==> config.mk <==
export PLATFORM = sky130hd
export DESIGN_NAME = oam_write_buffer_flat
export DESIGN_NICKNAME = d
export VERILOG_FILES = /design/src/rtl/sprite_pkg.sv /design/src/rtl/oam_write_buffer_if.sv /design/src/rtl/oam_write_buffer_fifo.sv /design/src/rtl/oam_write_buffer.sv /design/src/flat_wrapper.sv
export SDC_FILE = /design/constraint.sdc
export NUM_CORES = 1
export LEC_CHECK = 0
export BUFFER_PORTS_ARGS = -buffer_cell sky130_fd_sc_hd__buf_2
export CORE_UTILIZATION = 65
export DETAILED_ROUTE_END_ITERATION = 8
export PLACE_DENSITY = 0.84
export SYNTH_ARGS = -nofsm -noshare
export SYNTH_HDL_FRONTEND = slang
export SYNTH_HIERARCHICAL = 1
export SYNTH_SLANG_ARGS = --single-unit
==> constraint.sdc <==
create_clock -name clk -period 11.7 [get_ports clk]
set_clock_uncertainty 0.1 [all_clocks]
set_input_delay 2.925 -clock clk [delete_from_list [all_inputs] [get_ports clk]]
set_output_delay 2.925 -clock clk [all_outputs]
set_load 0.01 [all_outputs]
==> src/rtl/sprite_pkg.sv <==
// Shared sprite/OAM definitions: field widths, packed-entry bit offsets and the
// commit FSM state encoding used by the OAM write buffer.
package sprite_pkg;

  localparam int SNUM_W      = 6;
  localparam int INDEX_W     = 6;
  localparam int IMM_W       = 8;
  localparam int XCOOR_W     = 10;
  localparam int YCOOR_W     = 10;
  localparam int OAM_ENTRY_W = INDEX_W + IMM_W + XCOOR_W + YCOOR_W;  // 34
  localparam int QENTRY_W    = SNUM_W + OAM_ENTRY_W;                 // 40

  // Bit offsets inside a queued entry {snum, index, imm, xcoor, ycoor}
  localparam int YCOOR_LSB = 0;
  localparam int XCOOR_LSB = YCOOR_LSB + YCOOR_W;
  localparam int IMM_LSB   = XCOOR_LSB + XCOOR_W;
  localparam int INDEX_LSB = IMM_LSB + IMM_W;
  localparam int SNUM_LSB  = INDEX_LSB + INDEX_W;

  typedef enum logic [1:0] {
    IDLE  = 2'd0,
    DRAIN = 2'd1,
    DONE  = 2'd2
  } oam_state_e;

  function automatic logic [QENTRY_W-1:0] pack_entry(
    input logic [SNUM_W-1:0]  snum,
    input logic [INDEX_W-1:0] index,
    input logic [IMM_W-1:0]   imm,
    input logic [XCOOR_W-1:0] xcoor,
    input logic [YCOOR_W-1:0] ycoor
  );
    return {snum, index, imm, xcoor, ycoor};
  endfunction

endpackage

==> src/rtl/oam_write_buffer_if.sv <==
// CPU-side request bus and OAM-side commit bus of the sprite write buffer.
// master = CPU/PPU environment, slave = the buffer itself.
interface oam_write_buffer_if #(
  parameter int DEPTH = 8,
  parameter int PTR_W = 3
);
  import sprite_pkg::*;

  logic                   OAMWrite;
  logic [SNUM_W-1:0]      snum;
  logic [INDEX_W-1:0]     index;
  logic [IMM_W-1:0]       imm;
  logic [XCOOR_W-1:0]     xcoor;
  logic [YCOOR_W-1:0]     ycoor;
  logic                   vblank;
  logic                   oam_full;
  logic                   oam_we;
  logic [SNUM_W-1:0]      oam_addr;
  logic [OAM_ENTRY_W-1:0] oam_data;
  logic [PTR_W:0]         count;
  logic                   overflow;

  modport master (
    output OAMWrite, snum, index, imm, xcoor, ycoor, vblank,
    input  oam_full, oam_we, oam_addr, oam_data, count, overflow
  );

  modport slave (
    input  OAMWrite, snum, index, imm, xcoor, ycoor, vblank,
    output oam_full, oam_we, oam_addr, oam_data, count, overflow
  );

endinterface

==> src/rtl/oam_write_buffer_fifo.sv <==
// Synchronous FIFO with first-word-fall-through read port. A push into a full
// FIFO is still accepted when a pop happens in the same cycle.
module sync_fifo #(
  parameter int W     = 40,
  parameter int DEPTH = 8,
  parameter int PTR_W = 3
) (
  input  logic           clk,
  input  logic           rst,
  input  logic           i_push,
  input  logic           i_pop,
  input  logic [W-1:0]   i_din,
  output logic [W-1:0]   o_dout,
  output logic           o_push_ok,
  output logic           o_full,
  output logic           o_empty,
  output logic [PTR_W:0] o_count
);

  localparam logic [PTR_W:0] FULL_CNT = (PTR_W+1)'(DEPTH);

  logic [W-1:0]   r_mem [DEPTH];
  logic [PTR_W-1:0] r_wr, r_rd;
  logic [PTR_W:0]   r_count;
  logic             w_push, w_pop;

  assign o_full    = (r_count == FULL_CNT);
  assign o_empty   = (r_count == '0);
  assign w_pop     = i_pop && !o_empty;
  assign w_push    = i_push && (!o_full || w_pop);
  assign o_push_ok = w_push;
  assign o_dout    = r_mem[r_rd];
  assign o_count   = r_count;

  // Storage is not reset; validity is tracked entirely by r_count.
  always_ff @(posedge clk) begin
    if (w_push) r_mem[r_wr] <= i_din;
  end

  always_ff @(posedge clk) begin
    if (rst) begin
      r_wr    <= '0;
      r_rd    <= '0;
      r_count <= '0;
    end else begin
      if (w_push) r_wr <= r_wr + 1'b1;
      if (w_pop)  r_rd <= r_rd + 1'b1;
      case ({w_push, w_pop})
        2'b10:   r_count <= r_count + 1'b1;
        2'b01:   r_count <= r_count - 1'b1;
        default: r_count <= r_count;
      endcase
    end
  end

endmodule

==> src/rtl/oam_write_buffer.sv <==
// Queues CPU sprite updates and commits them to OAM only during vblank, one
// entry per cycle, so the PPU never sees a partially updated sprite.
module oam_write_buffer
  import sprite_pkg::*;
#(
  parameter int DEPTH = 8,
  parameter int PTR_W = 3
) (
  input  logic               clk,
  input  logic               rst,
  oam_write_buffer_if.slave  bus
);

  logic [QENTRY_W-1:0]    w_din, w_head;
  logic                   w_push_ok, w_full, w_empty, w_pop;
  logic [PTR_W:0]         w_count;

  oam_state_e             r_state;
  logic                   r_we;
  logic [SNUM_W-1:0]      r_addr;
  logic [OAM_ENTRY_W-1:0] r_data;
  logic                   r_overflow;

  assign w_din = pack_entry(bus.snum, bus.index, bus.imm, bus.xcoor, bus.ycoor);
  assign w_pop = (r_state == DRAIN) && bus.vblank && !w_empty;

  sync_fifo #(
    .W     (QENTRY_W),
    .DEPTH (DEPTH),
    .PTR_W (PTR_W)
  ) u_fifo (
    .clk       (clk),
    .rst       (rst),
    .i_push    (bus.OAMWrite),
    .i_pop     (w_pop),
    .i_din     (w_din),
    .o_dout    (w_head),
    .o_push_ok (w_push_ok),
    .o_full    (w_full),
    .o_empty   (w_empty),
    .o_count   (w_count)
  );

  always_ff @(posedge clk) begin
    if (rst) begin
      r_state    <= IDLE;
      r_we       <= 1'b0;
      r_addr     <= '0;
      r_data     <= '0;
      r_overflow <= 1'b0;
    end else begin
      r_we <= w_pop;
      if (w_pop) begin
        r_addr <= w_head[SNUM_LSB +: SNUM_W];
        r_data <= w_head[OAM_ENTRY_W-1:0];
      end
      if (bus.OAMWrite && !w_push_ok) r_overflow <= 1'b1;

      // A push accepted this cycle counts as pending work so a write landing
      // during vblank reaches OAM with the minimum two-cycle latency.
      case (r_state)
        IDLE: begin
          if (bus.vblank)
            r_state <= (!w_empty || w_push_ok) ? DRAIN : DONE;
        end
        DRAIN: begin
          if (!bus.vblank)
            r_state <= IDLE;
          else if (!w_push_ok && w_count <= (PTR_W+1)'(1))
            r_state <= DONE;
        end
        DONE: begin
          if (!bus.vblank)
            r_state <= IDLE;
          else if (w_push_ok || !w_empty)
            r_state <= DRAIN;
        end
        default: r_state <= IDLE;
      endcase
    end
  end

  assign bus.oam_full = w_full;
  assign bus.oam_we   = r_we;
  assign bus.oam_addr = r_addr;
  assign bus.oam_data = r_data;
  assign bus.count    = w_count;
  assign bus.overflow = r_overflow;

endmodule

==> src/flat_wrapper.sv <==
// flat-port wrapper written by rule: the top's interface ports become plain ports
module oam_write_buffer_flat import sprite_pkg::*;
#(
  parameter int DEPTH = 8,
  parameter int PTR_W = 3
)
  (clk, rst, bus_OAMWrite, bus_snum, bus_index, bus_imm, bus_xcoor, bus_ycoor, bus_vblank, bus_oam_full, bus_oam_we, bus_oam_addr, bus_oam_data, bus_count, bus_overflow);
  oam_write_buffer_if #(.DEPTH(DEPTH), .PTR_W(PTR_W)) bus_i ();
  input  logic clk;
  input  logic rst;
  input wire logic [$bits(bus_i.OAMWrite)-1:0] bus_OAMWrite;
  input wire logic [$bits(bus_i.snum)-1:0] bus_snum;
  input wire logic [$bits(bus_i.index)-1:0] bus_index;
  input wire logic [$bits(bus_i.imm)-1:0] bus_imm;
  input wire logic [$bits(bus_i.xcoor)-1:0] bus_xcoor;
  input wire logic [$bits(bus_i.ycoor)-1:0] bus_ycoor;
  input wire logic [$bits(bus_i.vblank)-1:0] bus_vblank;
  output wire logic [$bits(bus_i.oam_full)-1:0] bus_oam_full;
  output wire logic [$bits(bus_i.oam_we)-1:0] bus_oam_we;
  output wire logic [$bits(bus_i.oam_addr)-1:0] bus_oam_addr;
  output wire logic [$bits(bus_i.oam_data)-1:0] bus_oam_data;
  output wire logic [$bits(bus_i.count)-1:0] bus_count;
  output wire logic [$bits(bus_i.overflow)-1:0] bus_overflow;
  assign bus_i.OAMWrite = bus_OAMWrite;
  assign bus_i.snum = bus_snum;
  assign bus_i.index = bus_index;
  assign bus_i.imm = bus_imm;
  assign bus_i.xcoor = bus_xcoor;
  assign bus_i.ycoor = bus_ycoor;
  assign bus_i.vblank = bus_vblank;
  assign bus_oam_full = bus_i.oam_full;
  assign bus_oam_we = bus_i.oam_we;
  assign bus_oam_addr = bus_i.oam_addr;
  assign bus_oam_data = bus_i.oam_data;
  assign bus_count = bus_i.count;
  assign bus_overflow = bus_i.overflow;
  oam_write_buffer #(.DEPTH(DEPTH), .PTR_W(PTR_W)) u_core (.clk(clk), .rst(rst), .bus(bus_i));
endmodule
==> results of run 1 <==
-- critical path, cell delays in order --
cell	delay (ns)
buf_2	0.10
and4bb_4	0.22
buf_4	0.67
nand2b_1	0.27
o21ai_4	0.11
inv_1	0.20
nand2_1	0.26
nor3_2	0.17
buf_4	0.54
-- layer usage --
metal / vias up / wire (um)
met2: 253 / 14500
met3: 72 / 1420
met4: 2 / 951
met5: - / 8
met1: 3695 / 11300
li1: 3177 / -
-- sequential cells by signal, indices dropped and copies added (netlist names), named ones only --
signal                 count
u_core/bus.oam_data       34
u_core/u_fifo/o_count      4
u_core/r_state             2
u_core/u_fifo/r_rd         3
u_core/u_fifo/r_wr         3
u_core/bus.oam_we          1
u_core/bus.oam_addr        6
u_core/bus.overflow        1
u_core/u_fifo/r_mem      320
-- power by group through the flow --
stage / logic [W] / clock network (W) / registers [W]
after global placement: 0.000129 / 0 / 0.00153
after CTS: 0.000138 / 0.00123 / 0.00151
after floorplan: 0.0000867 / 0 / 0.00154
final: 0.000138 / 0.00121 / 0.00151
after global routing: 0.000148 / 0.00128 / 0.00151
after detailed placement: 0.000137 / 0 / 0.00154
-- worst max path at each step --
stage,end,slack (ns),from
2_1_floorplan,u_core/u_fifo/r_mem[0][0],3.57,bus_vblank
3_3_place_gp,u_core/u_fifo/r_mem[4][32],5.85,bus_vblank
3_5_place_dp,u_core/u_fifo/r_mem[4][35],5.71,bus_vblank
4_1_cts,u_core/u_fifo/r_mem[4][36],6.23,bus_vblank
5_1_grt,u_core/u_fifo/r_mem[4][33],6.07,bus_vblank
6_report,u_core/u_fifo/r_mem[4][36],6.23,bus_vblank
-- cell families (layout without fill, tap and decap cells) --
logic type | count (synthesis) | count (layout)
compound gates | 16 | 16
simple gates | 126 | 126
fa+ha+maj | 5 | 5
buf+inv | 44 | 175
other cells | 0 | 2
mux | 162 | 162
xor+xnor | 7 | 7
flops | 377 | 377
-- cells in the mapped netlist (all sizes together), types with 5 or more instances --
| cell type | n |
|---|---|
| nand2b | 86 |
| inv | 5 |
| buf | 16 |
| mux4 | 80 |
| mux2 | 40 |
| dfxtp | 57 |
| clkbuf | 23 |
| nor3 | 5 |
| edfxtp | 320 |
| nor2 | 14 |
| nand2 | 5 |
| mux2i | 42 |
-- stage by stage --
step	std cells	area, um^2	worst slack, ns	power (W)	util
after floorplan	737	14900	3.57	0.00162	-
after global placement	1088	15600	5.85	0.00166	0.693
after detailed placement	1088	15600	5.71	0.00167	0.693
after CTS	1153	16900	6.23	0.00288	0.748
after global routing	1154	16900	6.07	0.00294	0.748
final	1155	16900	6.23	0.00286	0.748
-- area by class of cell --
class,instances,share of cell area
sequential,377,0.637
multi-input combinational,316,0.233
clock buffer,46,0.0586
timing repair buffer,105,0.0334
tap,285,0.0211
clock inverter,19,0.0149
inverter,5,0.00111
antenna,2,0.000296
==> results.json, run 1 <==
{
  "grt_use_met2": 0.433,
  "grt_overflow_total": 0,
  "synth_edf_count": 320,
  "drc": 4,
  "synth_area_leader_cell": "edfxtp_1",
  "hold_viol": 0,
  "hold_end": "u_core/bus.oam_data[5]",
  "synth.area.top_cells": "edfxtp_1 (64%), mux4_1 (9.1%), dfxtp_1 (7.6%), mux4_2 (4.2%), nand2b_1 (3.6%)",
  "grt_use_met1": 0.319,
  "p_leak_nw": 5.65,
  "multiInputGateArea_mm2": 0.00394,
  "initial_utilization": 0.662,
  "violations": "DRC",
  "cp.arrival_ns": 5.51,
  "setup_viol": 0,
  "antenna_found_initial": 3,
  "ant_nets": 0,
  "grt_setup_unrepaired": "no",
  "syn_nets": 786,
  "finalMaxSlewViolations": 0,
  "startpoint_type": "primary input",
  "outcome": "finished, violations left",
  "maxCapViolations": 0,
  "cts_tree": "yes",
  "synth-seq-cells": 377,
  "synth-simple-area-share": 0.0507,
  "wirelength_um": 28200,
  "synth-compound-area-share": 0.00862,
  "criticalPathCategory": "primary input to register",
  "layout.nets": 891,
  "grt_pass1_wl_um": 43200,
  "chipWidth_um": 154,
  "ys.flop_type": "edfxtp_1",
  "powerDensity_mw_per_mm2": 169,
  "yosys_warnings": 6,
  "slew_headroom": 0.175,
  "combPwrFrac": 0.048,
  "fillers": 1204,
  "rr_endpoint": "u_core/u_fifo/r_mem[4][36]",
  "area_growth_pct": 13.0,
  "seq_area_mm2": 0.0108,
  "grt_max_degree": 96,
  "path_clk_slew_ns": 0.06,
  "netlist_instances": 737,
  "cts_hold_buf": 0,
  "clock_latency_ns": 0.51,
  "dr.pass1.iters": 6,
  "numCtsBuffers": 37,
  "p_int_w": 0.00229,
  "fin_crit_sh": 0.468,
  "worstHoldStart": "u_core/bus.oam_data[5]",
  "worst_slew_pin_slew_ns": 1.24,
  "pwr-share-seq": 0.528,
  "die_h_um": 154,
  "use_met3": 0.0378,
  "h-tree-depth": 2,
  "fmax_mhz": 183,
  "fin_crit_ns": 5.47,
  "finalSetupTns_ns": 0,
  "mostFrequentLayoutCells": "edfxtp_1 (320), buf_2 (90), nand2b_1 (86)",
  "p_sw_frac": 0.200,
  "grt_pass1_vias": 7482,
  "ff2ff_setup_slack_ns": 7.77,
  "synth_top_cell_area_share": 0.643,
  "final_common_cell": "edfxtp_1",
  "grt_use_total": 0.249,
  "ioPinCount": 91,
  "synth_top_family_by_area": "multiplexers",
  "core_mm2": 0.0226,
  "clockPowerShare": 0.424,
  "hold_ws_ns": 0.371,
  "synth_adder_area_share": 0.00469,
  "avgSynthCellArea_um2": 20.3,
  "cts_setup_buffers": 0,
  "synth-seq-area-share": 0.719,
  "clock-sinks": 377,
  "first_iter_violations": 510,
  "rows": 55,
  "clk_path_buf_depth": 3,
  "drive_above_1_share": 0.281,
  "synth_xor_xnor_area_share": 0.00410,
  "cts_root_buf": "clkbuf_16",
  "vdd_drop_max_v": 0.000126,
  "r2r_start": "u_core/u_fifo/o_count[1]",
  "synth.area.mux_share": 0.192,
  "holdPathStages": 2,
  "yosysUniqueCellTypes": 44,
  "end_kind": "register",
  "path_max_fanout": 49,
  "cts-resized-gates": 0,
  "die_area_mm2": 0.0236,
  "vias_per_cell": 6.23,
  "p_switching_w": 0.000572,
  "syn_area_mm2": 0.0149,
  "async_flop_share": 0,
  "avgRoutedWirePerCell_um": 24.4,
  "dp_hpwl_um": 15000,
  "gr-max-usage-layer": "met2",
  "via_count": 7199,
  "place.gp.congestion": 0.742,
  "reg2regPathDepth": 10,
  "port_buffers": 90,
  "required_ns": 11.74,
  "hp-class": "register to register"
}
Power figures use the tool's default switching activity.
==> inputs of run 2 (changes only) <==
- ABC_AREA: unset -> 1
- CORE_UTILIZATION: 65 -> 54
- PLACE_DENSITY: 0.84 -> 0.75
- clock period: 11.7 -> 5 ns (I/O delays scaled with it)
==> results.json, run 2 <==
{
  "die_h_um": 168,
  "avgRoutedWirePerCell_um": 19.1,
  "criticalPathCategory": "primary input to register",
  "clock_latency_ns": 0.52,
  "yosysUniqueCellTypes": 29,
  "path_max_fanout": 21,
  "core_mm2": 0.0270,
  "fmax_mhz": 305,
  "grt_use_total": 0.215,
  "clk_path_buf_depth": 3,
  "holdPathStages": 2,
  "grt_max_degree": 81,
  "drc": 0,
  "slew_headroom": 0.309,
  "grt_pass1_vias": 8724,
  "vdd_drop_max_v": 0.000314,
  "avgSynthCellArea_um2": 13.4,
  "cts_hold_buf": 0,
  "async_flop_share": 0,
  "antenna_found_initial": 2,
  "chipWidth_um": 168,
  "first_iter_violations": 819,
  "worst_slew_pin_slew_ns": 1.04,
  "dp_slack_ns": 1.19,
  "ioPinCount": 91,
  "netlist_instances": 1118,
  "final_common_cell": "edfxtp_1",
  "synth-seq-cells": 377,
  "finalSetupTns_ns": 0,
  "regMostFlops": "u_core/u_fifo/r_mem",
  "path_clk_slew_ns": 0.06,
  "largest_register_ff_count": 320,
  "cts_tree": "yes",
  "grt_pass1_wl_um": 47000,
  "drive_above_1_share": 0.180,
  "cts_root_buf": "clkbuf_16",
  "hp-class": "register to register",
  "wirelength_um": 30100,
  "mostFrequentLayoutCells": "edfxtp_1 (320), nand2_1 (148), nor2_1 (137)",
  "ys.flop_type": "edfxtp_1",
  "hold_viol": 0,
  "dr.pass1.iters": 4,
  "h-tree-depth": 2,
  "fillers": 2006,
  "end_kind": "register",
  "syn_area_mm2": 0.0149,
  "fin_crit_sh": 0.656,
  "fin_crit_ns": 3.28,
  "numCtsBuffers": 38,
  "yosysMostFrequentCell": "edfxtp_1",
  "area_growth_pct": 11.7,
  "cp.arrival_ns": 3.37,
  "required_ns": 5.08,
  "cts-resized-gates": 0,
  "initial_utilization": 0.553,
  "ant_nets": 0,
  "layout.nets": 1251,
  "synth_edf_count": 320,
  "reg2regPathDepth": 11,
  "cts_setup_buffers": 0,
  "rows": 60,
  "syn_nets": 1167,
  "startpoint_type": "primary input",
  "place.gp.congestion": 0.752,
  "grt_setup_unrepaired": "no",
  "outcome": "completed",
  "yosys_warnings": 6,
  "via_count": 8943,
  "maxCapViolations": 0,
  "powerDensity_mw_per_mm2": 406,
  "finalMaxSlewViolations": 0,
  "synth-seq-area-share": 0.719,
  "grt_overflow_total": 0,
  "die_area_mm2": 0.0283,
  "p_leak_nw": 5.89,
  "synth.area.top_cells": "edfxtp_1 (64%), dfxtp_1 (7.6%), mux2i_1 (5.4%), nand2_1 (3.7%), nor2_1 (3.6%)",
  "synth_area_leader_cell": "edfxtp_1",
  "clock-sinks": 377,
  "port_buffers": 90,
  "setup_viol": 0,
  "synth_top_cell_area_share": 0.643,
  "netlist_top_cells_count": "edfxtp_1 (320), nand2_1 (148), nor2_1 (145)",
  "dp_hpwl_um": 16900,
  "setup_ws_ns": 1.72,
  "vias_per_cell": 5.68
}
-- run 2: cell types whose count changed in the layout (fill, tap and decap cells not counted), moves of 52 or more --
cell      previous run  this run
o22ai_1              0        80
nand2_1              5       148
nor2_1              11       137
mux4_1              52         0
o21ai_0              0        92
nand2b_1            86         0
-- run 2: logic make-up (layout without fill, tap and decap cells) --
kind of cell,Yosys count,in the layout,synth area share
fa+ha+maj,5,5,0.00469
mux,80,80,0.0536
xor+xnor,2,2,0.00117
compound gates,218,218,0.0799
other cells,0,1,0
flops,377,377,0.719
buf+inv,87,201,0.0430
simple gates,349,349,0.0983
-- run 2: final cells by class --
cell class	instances	area, um^2	area share
Antenna cell	1	2.50	0.000150
Sequential cell	377	10800	0.645
Timing Repair Buffer	108	586	0.0351
Multi-Input combinational cell	654	3610	0.216
Tap cell	341	427	0.0256
Inverter	23	96.3	0.00577
Clock buffer	46	1040	0.0626
Clock inverter	24	168	0.0100
-- run 2: critical path, cell delays in order --
cell and delay [ns]:
buf_2 0.13, nand3b_4 0.11, nor2_8 0.10, inv_1 0.05, nand4_1 0.08, nand2_1 0.15
inv_2 0.14, nand2_1 0.26, nor2_4 0.65, buf_4 0.43
-- run 2: metal layers --
| layer | share of wire | track usage | vias up |
|---|---|---|---|
| met5 | 0.00027 | 0 | - |
| met1 | 0.41 | 0.274 | 4388 |
| met4 | 0.025 | 0.0763 | 2 |
| li1 | - | - | 4227 |
| met2 | 0.51 | 0.374 | 272 |
| met3 | 0.052 | 0.0350 | 54 |
-- run 2: power by group --
group          switching [W]  internal, W
Sequential         0.0000599      0.00352
Combinational       0.000323     0.000156
Clock                0.00112      0.00159
-- run 2: final timing paths --
check / slack, ns / end / startpoint
worst max-delay path: 1.72 / u_core/u_fifo/r_mem[0][15] / bus_vblank
worst min-delay path: 0.35 / register / u_core/u_fifo/r_rd[2]
worst max register to register: 1.88 / u_core/u_fifo/r_mem[0][15] / u_core/u_fifo/o_count[3]
worst min register to register: 0.35 / register / u_core/u_fifo/r_rd[2]
-- run 2: per-stage QoR --
step / instances / cell area [um^2] / hold WS, ns / total power, W / utilization
final: 1574 / 16700 / 0.349 / 0.00677 / 0.618
after global routing: 1573 / 16700 / 0.373 / 0.00701 / 0.618
after CTS: 1573 / 16700 / 0.355 / 0.00682 / 0.618
after detailed placement: 1503 / 15500 / 0.346 / 0.00412 / 0.573
after global placement: 1503 / 15500 / 0.342 / 0.00411 / 0.573
after floorplan: 1118 / 14900 / 0.333 / 0.00397 / -
